**config.mk**
```make
export PLATFORM = sky130hd
export DESIGN_NAME = time_of_day_counter
export DESIGN_NICKNAME = d
export VERILOG_FILES = /design/src/rtl/time_of_day_counter.sv
export SDC_FILE = /design/constraint.sdc
export NUM_CORES = 1
export LEC_CHECK = 0
export ABC_CLOCK_PERIOD_IN_PS = 2600
export CAP_MARGIN = 40
export CORE_ASPECT_RATIO = 0.6
export CORE_MARGIN = 2
export CORE_UTILIZATION = 45
export CTS_BUF_LIST = sky130_fd_sc_hd__clkbuf_16
export DETAILED_ROUTE_END_ITERATION = 10
export GPL_ROUTABILITY_DRIVEN = 0
export PLACE_DENSITY = 0.78
export SYNTH_ARGS = -nofsm -noshare
export SYNTH_HDL_FRONTEND = slang
export SYNTH_SLANG_ARGS = --single-unit
```
**constraint.sdc**
```tcl
create_clock -name clk -period 2.6 [get_ports clk]
set_input_delay 0.39 -clock clk [delete_from_list [all_inputs] [get_ports clk]]
set_output_delay 0.39 -clock clk [all_outputs]
set_load 0.05 [all_outputs]
```
**src/rtl/time_of_day_counter.sv**
```systemverilog
// ---------------------------------------------------------------------------
// time_of_day_counter
//
// Purpose:
//   24-hour wall-clock time keeper. It watches the free-running millisecond
//   count from the upstream stage. The exact transition MS_WRAP -> 0 is taken
//   as one elapsed second. Hours, minutes and seconds are kept here for the
//   display and alarm-compare stages. A synchronous, range-checked time-set
//   port loads a new hour and minute.
//
// Parameters:
//   MS_WRAP   terminal value of the upstream millisecond count
//   MS_W      width of the millisecond input
//
// Ports:
//   clk        in   system clock, rising-edge active
//   reset      in   asynchronous active-low reset
//   miliseg    in   [MS_W-1:0] upstream millisecond count
//   set_en     in   one-cycle request to load set_hour/set_min
//   set_hour   in   [4:0] requested hour, valid 0..23
//   set_min    in   [5:0] requested minute, valid 0..59
//   hours      out  [4:0] current hour 0..23
//   minutes    out  [5:0] current minute 0..59
//   seconds    out  [5:0] current second 0..59
//   sec_pulse  out  one-cycle strobe on each seconds increment
//   day_pulse  out  one-cycle strobe on 23:59:59 -> 00:00:00
//   set_err    out  one-cycle strobe when a set request is rejected
// ---------------------------------------------------------------------------
module time_of_day_counter #(
    parameter int unsigned MS_WRAP = 1000,
    parameter int unsigned MS_W    = 32
) (
    input  logic            clk,
    input  logic            reset,
    input  logic [MS_W-1:0] miliseg,
    input  logic            set_en,
    input  logic [4:0]      set_hour,
    input  logic [5:0]      set_min,
    output logic [4:0]      hours,
    output logic [5:0]      minutes,
    output logic [5:0]      seconds,
    output logic            sec_pulse,
    output logic            day_pulse,
    output logic            set_err
);

    localparam logic [MS_W-1:0] MS_WRAP_V = MS_W'(MS_WRAP);

    // Registered state
    logic [MS_W-1:0] r_ms_q;
    logic [4:0]      r_hour;
    logic [5:0]      r_min;
    logic [5:0]      r_sec;
    logic            r_sec_pulse;
    logic            r_day_pulse;
    logic            r_set_err;

    // Combinational next-state
    logic            w_tick;
    logic            w_set_ok;
    logic            w_sec_wrap;
    logic            w_min_wrap;
    logic            w_hour_wrap;
    logic            w_tick_taken;
    logic [4:0]      w_hour_nxt;
    logic [5:0]      w_min_nxt;
    logic [5:0]      w_sec_nxt;

    // A second elapses only on the exact MS_WRAP -> 0 edge. Any upstream
    // restart from another value, or a count that stays at 0, does not count.
    assign w_tick   = (r_ms_q == MS_WRAP_V) && (miliseg == '0);

    assign w_set_ok = set_en && (set_hour <= 5'd23) && (set_min <= 6'd59);

    // Explicit terminal compares keep every counter inside its legal range
    // without depending on binary overflow.
    assign w_sec_wrap  = (r_sec  == 6'd59);
    assign w_min_wrap  = (r_min  == 6'd59);
    assign w_hour_wrap = (r_hour == 5'd23);

    // A valid set takes priority over a tick that arrives on the same edge.
    // When that happens the tick is dropped.
    assign w_tick_taken = w_tick && !w_set_ok;

    // NOTE: every signal gets its default value first, so no path through
    // the block leaves a signal unassigned and no latch is inferred.
    always_comb begin
        w_hour_nxt = r_hour;
        w_min_nxt  = r_min;
        w_sec_nxt  = r_sec;
        if (w_set_ok) begin
            w_hour_nxt = set_hour;
            w_min_nxt  = set_min;
            w_sec_nxt  = '0;
        end else if (w_tick) begin
            w_sec_nxt = w_sec_wrap ? 6'd0 : r_sec + 6'd1;
            if (w_sec_wrap) begin
                w_min_nxt = w_min_wrap ? 6'd0 : r_min + 6'd1;
                if (w_min_wrap) begin
                    w_hour_nxt = w_hour_wrap ? 5'd0 : r_hour + 5'd1;
                end
            end
        end
    end

    // NOTE: the state is small, so all of it is reset, including the
    // millisecond history. After reset is released no stale value can fake
    // an MS_WRAP -> 0 edge, and no pulse is produced.
    always_ff @(posedge clk or negedge reset) begin
        if (!reset) begin
            r_ms_q      <= '0;
            r_hour      <= '0;
            r_min       <= '0;
            r_sec       <= '0;
            r_sec_pulse <= 1'b0;
            r_day_pulse <= 1'b0;
            r_set_err   <= 1'b0;
        end else begin
            // NOTE: non-blocking assignments. Every register here samples
            // values from before the edge, so the order of these lines has
            // no effect on the result.
            r_ms_q      <= miliseg;
            r_hour      <= w_hour_nxt;
            r_min       <= w_min_nxt;
            r_sec       <= w_sec_nxt;
            r_sec_pulse <= w_tick_taken;
            r_day_pulse <= w_tick_taken && w_sec_wrap && w_min_wrap && w_hour_wrap;
            r_set_err   <= set_en && !w_set_ok;
        end
    end

    assign hours     = r_hour;
    assign minutes   = r_min;
    assign seconds   = r_sec;
    assign sec_pulse = r_sec_pulse;
    assign day_pulse = r_day_pulse;
    assign set_err   = r_set_err;

endmodule

```
---- Yosys cells after proc, flatten, opt, wreduce, memory -nomap -nowiden ----
Index checks and enable logic that the tools add are counted.
word-level totals
  register bits ........................... 52
cells by class
  add/sub/neg operators ................... 3
  $lt $le $gt $ge ......................... 2
  equality and inequality tests ........... 4
  muxes and demuxes ....................... 12
  reductions and logical operators ........ 15
operators by type and width
  operator                                                            count
  6-bit two-way mux                                                   7
  32-bit by 10-bit == test with 1-bit output (second input constant)  1
  32-bit logical NOT                                                  1
  5-bit two-way mux                                                   5
  6-bit by 1-bit adder with 6-bit output (second input constant)      2
  6-bit == test (second input constant)                               2
  1-bit logical AND                                                   8
  6-bit <= comparator (second input constant)                         1
  2-bit nonzero test                                                  3
  5-bit by 1-bit adder with 5-bit output (second input constant)      1
  5-bit == test (second input constant)                               1
  5-bit <= comparator (second input constant)                         1
  3-bit AND reduction                                                 1
  2-bit AND reduction                                                 1
  1-bit logical NOT                                                   1

---- Logic depth before layout (Yosys ltp) ----
  word-level depth ........................ 8
  depth in mapped cells ................... 8

---- Worst setup path after synthesis ----
OpenSTA, ideal clock, no wires.
  path kind ............................... register to register
  start point ............................. register r_min[0] (netlist: minutes[0])
  end point ............................... register r_hour[3] (netlist: hours[3])
  library setup time ...................... 0.082 ns
  arrival time ............................ 2.170 ns
  slack ................................... 0.348 ns
  cell stages (with the launch flop) ...... 7
  clock period less this slack ............ 2.252 ns
  cells stage by stage .................... dfrtp_1 -> ha_1 -> nand4_1 -> nor2_1 -> nand3_2 -> or4_1 -> a31oi_1
on the way
  word-level cells in the longest chain between the ends .. 3
ends and longest elaborated chain
  item                           RTL line  source
  start, declared                52        logic [5:0] r_min;
  start signal, assigned         124       r_min <= w_min_nxt;
  6-bit == test                  78        assign w_min_wrap = (r_min == 6'd59);
  2-bit nonzero test (no line)   n/a
  3-bit AND reduction (no line)  n/a
  end signal, assigned           123       r_hour <= w_hour_nxt;
  end, declared                  51        logic [4:0] r_hour;
Every way passes these cells.
A chain may end at the register's enable or synchronous reset.

---- Final worst setup path ----
  start point ............................. input port miliseg[13]
  end point ............................... register r_hour[3] (netlist: hours[3])
on the way
  word-level cells in the longest chain between the ends .. 4
ends and longest elaborated chain
  item                           RTL line  source
  start, declared                35        input logic [MS_W-1:0] miliseg,
  32-bit logical NOT             71        assign w_tick = (r_ms_q == MS_WRAP_V) && (miliseg == '0);
  1-bit logical AND              71
  2-bit nonzero test (no line)   n/a
  3-bit AND reduction (no line)  n/a
Every way passes these cells.

==> qor.yml <==
clock_latency_ns: 0.28
final_cell_mix: "clkdlybuf4s50_1 (64), dfrtp_1 (52), nand2_1 (16), buf_4 (16), nor2_1 (14)"
ir_worst_vdd_uv: 335.6
viasPerCell: 5.353
drtIter0Drc: 104
grt_pass1_wl_um: 8148
fmax_mhz: 422.6
utilization: 0.6837
port_buffers: 65
setup_viol: 0
synth_edf_count: 0
fin_crit_sh: 0.9102
worstReg2RegEnd: "hours[3]"
power_mw: 1.945
cp_data_arrival_time_ns: 2.57
crit-reg2reg-launch: "r_ms_q[29]"
finalNetCount: 311
place_area_um2: 2898
start_kind: "input port"
critPathBufInv: 1
core_um2: 4493
ant_nets: 0
ctsRootBufferMaster: "clkbuf_16"
first_pass_iters: 4
finalHoldViolCount: 0
synthesis.yosys.warnings: 0
r2r_cells: 6
cap_viol_max_count: 0
postCtsSetupRepairBufs: 0
cts_made_buffers: 5
cpPeakStageDelay_ns: 0.52
synth-main-ff-cell: "dfrtp_1"
grtUsageTotal: 0.2055
pin_count: 66
grt_setup_unrepaired: "no"
path_cells: "clkdlybuf4s50_1, nor4_1, nand4_1, nor4_4, nand3_2, or4_1, a31oi_1"
die-height_um: 56.58
powerDensity_nw_per_um2: 633.1
ctsLongestPathBuffers: 2
hold_class: "in2async"
grt_max_degree: 23
ys_ff_latch: 52
netlist_area_um2: 2073
worstMarginPinSlew_ns: 0.6370
antenna_found_initial: 0
dieArea_um2: 5184
status: "complete, no violations"
die_w_um: 91.63
end_kind: "flop"
tns_ns: 0
critPathRequiredTime_ns: 2.80
fin_ws_ns: 0.2335
drive_above_1_share: 0.1065
rrSetupSlack_ns: 0.29
postSynthAreaPerCell_um2: 11.58
cp_slowest_cell: "or4_1"
slew_violations: 0
diodes: 0
cts_tree: "built"
h-tree-depth: 2
initial_core_util: 0.4614
crit_family: "simple AND/OR/NAND/NOR gates"
clock_skew_ns: 0.004177
finalInstanceArea_um2: 3072
cp_max_fo: 4
clock_sink_count: 52
syn2layout_area_growth_pct: 48.16
vias: 1745
post_drt_wl_per_cell_um: 15.48
yosysSeqAreaShare: 0.6276
grt_pass1_vias: 1597
grt_overflow: 0
pre_cts_slack_ns: -0.05691
max_slew_margin: 0.5754
routed_wl_um: 5045
drcViolationCount: 0
syn_nets: 228
yosysUniqueCellTypes: 35
post-route-min-period_ns: 2.367
layout_commonest_cell: "clkdlybuf4s50_1"
synth_cells: 179
critPathKind: "in2reg"
clk_transition_reported_paths_ns: 0.07
p_leak_nw: 1.291
synthArstFlopShare: 1.000
hpwl_um: 3822
fp-row-count: 19
[metrics by stage]
stage	hold WS, ns	std cells
final	0.05896	326
after global routing	0.08693	326
after CTS	0.07415	326
after detailed placement	0.3822	318
after global placement	0.3869	318
after floorplan	0.09441	179
[how the worst max path moves through the flow]
stage,start,endpoint,cells past startpoint
after global routing,miliseg[29],minutes[3],9
after CTS,miliseg[13],hours[3],7
after floorplan,minutes[0],hours[3],6
after global placement,miliseg[9],hours[4],7
final,miliseg[13],hours[3],7
after detailed placement,miliseg[13],minutes[0],8
[state kept, by name, summed over array words and instances, names as in the netlist]
signal,cells
r_ms_q,32
minutes,6
seconds,6
hours,5
day_pulse,1
sec_pulse,1
set_err,1
[cells by family after synthesis]
| kind of cell | count (synthesis) | share of synthesized area |
|---|---|---|
| simple gates | 85 | 0.2372 |
| xor+xnor | 1 | 0.004225 |
| compound gates | 26 | 0.06940 |
| buf+inv | 5 | 0.009652 |
| mux | 7 | 0.03380 |
| flops | 52 | 0.6276 |
| fa+ha+maj | 3 | 0.01811 |
[synth_stat cells (3+ instances only)]
cell type / n / area, µm²
a21oi_1: 7 / 35.03
a31oi_1: 4 / 25.02
and2_1: 3 / 18.77
and3_1: 3 / 18.77
clkbuf_1: 4 / 15.01
dfrtp_1: 52 / 1301
ha_1: 3 / 37.54
mux2i_1: 7 / 70.07
nand2_1: 16 / 60.06
nand3_1: 6 / 30.03
nand4_1: 8 / 50.05
nor2_1: 14 / 52.55
nor4_1: 13 / 81.33
o21ai_0: 12 / 60.06
or3_1: 4 / 25.02
[per-layer routing]
layer  GRT usage  share of wire  vias up
li1            -              -      830
met1      0.3142           0.48      847
met2      0.3015           0.45       66
met3     0.04564          0.067        2
met4     0.04545         0.0038        0
met5           0              0        -
[final cells by class]
cell class | instances | area [µm²]
clock buffer | 5 | 125.1
clock inverter | 3 | 42.54
fill | 344 | 1421
multi-input combinational | 122 | 758.2
sequential | 52 | 1301
tap | 63 | 78.83
timing repair buffer | 81 | 765.7
[power by group]
group	total, mW	internal (mW)	switching (mW)
Sequential	0.898	0.857	0.0410
Clock	0.729	0.452	0.277
Combinational	0.318	0.143	0.175
[what timing repair did]
item | 4_1_cts | 5_1_grt
endpoints found under the setup margin | 0 | 2
gates resized for setup | 0 | 1
hold buffers | 0 | 0
No activity file was read; power rests on OpenSTA's default activity.
==> RTL edit (same flow settings) <==
Reset style: synchronous (`reset`), changed in one clocked block. Comments in the files are not updated.
--- a/src/rtl/time_of_day_counter.sv
+++ b/src/rtl/time_of_day_counter.sv
@@ -108,3 +108,3 @@
     // an MS_WRAP -> 0 edge, and no pulse is produced.
-    always_ff @(posedge clk or negedge reset) begin
+    always_ff @(posedge clk) begin
         if (!reset) begin
Function: differs if reset is asserted again (counterexample within 4 cycles, from zero or initial values and one cycle with reset low); with reset held inactive, the same outputs for 10 cycles.
==> RTL edit against the original RTL <==
- cell count is 18% higher
- register-to-register slack better by 0.19 ns
- sequential share of layout area down 10 points
- synthesized area rose by 11%
- sequential cell count is the same
- first-iteration DRC count increased by 56%
- routed wire length increased by 26%
- cell area up 5.7%
- hold slack better by 0.45 ns
- setup slack improved by 0.0034 ns
- total power shrank 9.1%
- die area up 10%
- count of clock-buffer cells in the layout is the same
- via count up 27%
- critical path type unchanged
- largest power group unchanged
==> RTL edit: results (changes against the original RTL) <==
| Metric | Value |
|---|---|
| Status | finished, final reports clean |
| M3 GR Usage | 5.60% (+1.0 points) |
| Post_cts resized | 0 (unchanged) |
| Largest net degree at the start of global routing | 19 (-17%) |
| Ys async rst share | 0% (-100 points) |
| Routed length per instance | 16.5 um (+6.6%) |
| Largest Register | r_ms_q |
| Number of global-route vias before repair | 1939 (+21%) |
| H-tree levels | 2 (unchanged) |
| Actual slew at the worst max-slew pin | 0.572 ns (-0.0654 ns) |
| Worst VDD drop | 0.000273 V (-19%) |
| Detail Placement HPWL | 4.78 mm (+25%) |
| Max reg flops | 32 (unchanged) |
| Layout cells sized above 1 | 10.7% (+0.012 points) |
| Lkg Pwr | 1.19 nW (-7.9%) |
| Worst-path clk slew | 0.07 ns (about the same) |
| Clock root buffer | clkbuf_16 |
| Final setup vio count | 0 (unchanged) |
| Grt met1 use | 37.2% (+5.7 points) |
| Initial antenna violation count | 0 (unchanged) |
| # diodes | 0 (unchanged) |
| Met2 Use GR | 30.9% (+0.71 points) |
| Count of different cell masters after synthesis | 41 (+17%) |
| Via count | 2212 (+27%) |
| Flop-to-flop setup slack | 0.48 ns (+0.19 ns) |
| Latest clock arrival within the worst-skew pair | 0.29 ns |
| Synth warn | 0 (unchanged) |
| Max Root-Sink Buffers | 2 (unchanged) |
| Worst hold-check path type | reg -> reg |
| Ranking of synthesized cells by area | dfxtp_1, and2_1, nor4_1, a311oi_1, nand3_1 |
| Seq/Total Area, Yosys | 45.3% (-17 points) |
| Most used DFF post-synth | dfxtp_1 |
| Critical Path Slowest Stage Cell | or4_4 |
| Layout Nets | 367 (+18%) |
| Initial DRT Pass Iterations | 5 (+1) |
| Synthesized net count | 291 (+28%) |
| Postcts setup bufs | 0 (unchanged) |
| GRT Overall Usage | 23.2% (+2.6 points) |
| Sw Pwr | 0.000446 W (-9.5%) |
| CTS Buf Count | 5 (unchanged) |
| Critical Path Max Stage Delay | 0.54 ns (+0.02 ns) |
| DR iter-0 viols | 162 (+56%) |
| Commonest cells in the netlist | dfxtp_1, and2_1, nor4_1 |
| Filler cells | 423 (+23%) |
| First-pass GRT wire length | 9.92 mm (+22%) |
| Buffers added on ports | 65 (unchanged) |
| Crit path max fanout | 7 (+3) |
| Fin Hold WS | 0.504 ns (+0.446 ns) |
| Max Clock Skew | 0.00544 ns (+0.00126 ns) |
## RTL edit: cell types whose count changed after synthesis, sizes merged, moves of 8 or more
cell,change
and2,+31
dfrtp,-52
dfxtp,+52
nor2,-10
nor3,+8
nor4,+12
## RTL edit: cells by family after synthesis
family / after synthesis / synth area share [%]
xor+xnor: 1 / 0.382
flops: 52 / 45.3
compound gates: 44 / 12.9
mux: 1 / 0.436
simple gates: 127 / 36.3
fa+ha+maj: 3 / 1.64
buf+inv: 14 / 2.94
## RTL edit: cell type report
type                    instances  area, um^2  area share (%)
clock inverters                 3        17.5           0.539
flip-flops and latches         52        1040            32.0
repair buffers                 82         791            24.3
multi-input cells             176        1190            36.6
well taps                      66        82.6            2.54
inverters                       1        3.75           0.116
clock buffers                   5         125            3.85
## RTL edit: critical path, delay by kind of cell
| kind | cells | cell delay (ns) |
|---|---|---|
| and+or+nand+nor | 5 | 1.54 |
| buffers and inverters | 2 | 0.60 |
## RTL edit: routing by layer
metal / up-vias / part of all wire [%]
met1: 1019 / 49
met2: 109 / 40
li1: 1078 / -
met5: - / 0
met3: 6 / 9.3
met4: 0 / 0.72
## RTL edit: power groups by stage
stage	sequential, W	clock (W)	combinational, W
floorplan	0.000917	0	0.0000812
global placement	0.000880	0	0.000255
detailed placement	0.000881	0	0.000257
CTS	0.000864	0.000645	0.000260
global route	0.000869	0.000674	0.000279
finish	0.000865	0.000641	0.000261
## RTL edit: final timing paths
| kind | start | to | cells after the start |
|---|---|---|---|
| setup reg to reg | r_ms_q[10] | minutes[3] | 6 |
| hold reg to reg | seconds[1] | seconds[1] | 2 |
| setup / recovery | miliseg[3] | minutes[3] | 7 |
| hold / removal | seconds[1] | seconds[1] | 2 |
## RTL edit: through the flow
stage	util, %	area (um^2)	setup WS (ns)	cells
after floorplan	-	2300	0.316	242
after global placement	62.4	3110	-0.0148	377
after detailed placement	62.4	3110	-0.0660	377
after CTS	65.2	3250	0.229	385
after global routing	65.2	3250	0.122	385
final	65.2	3250	0.237	385
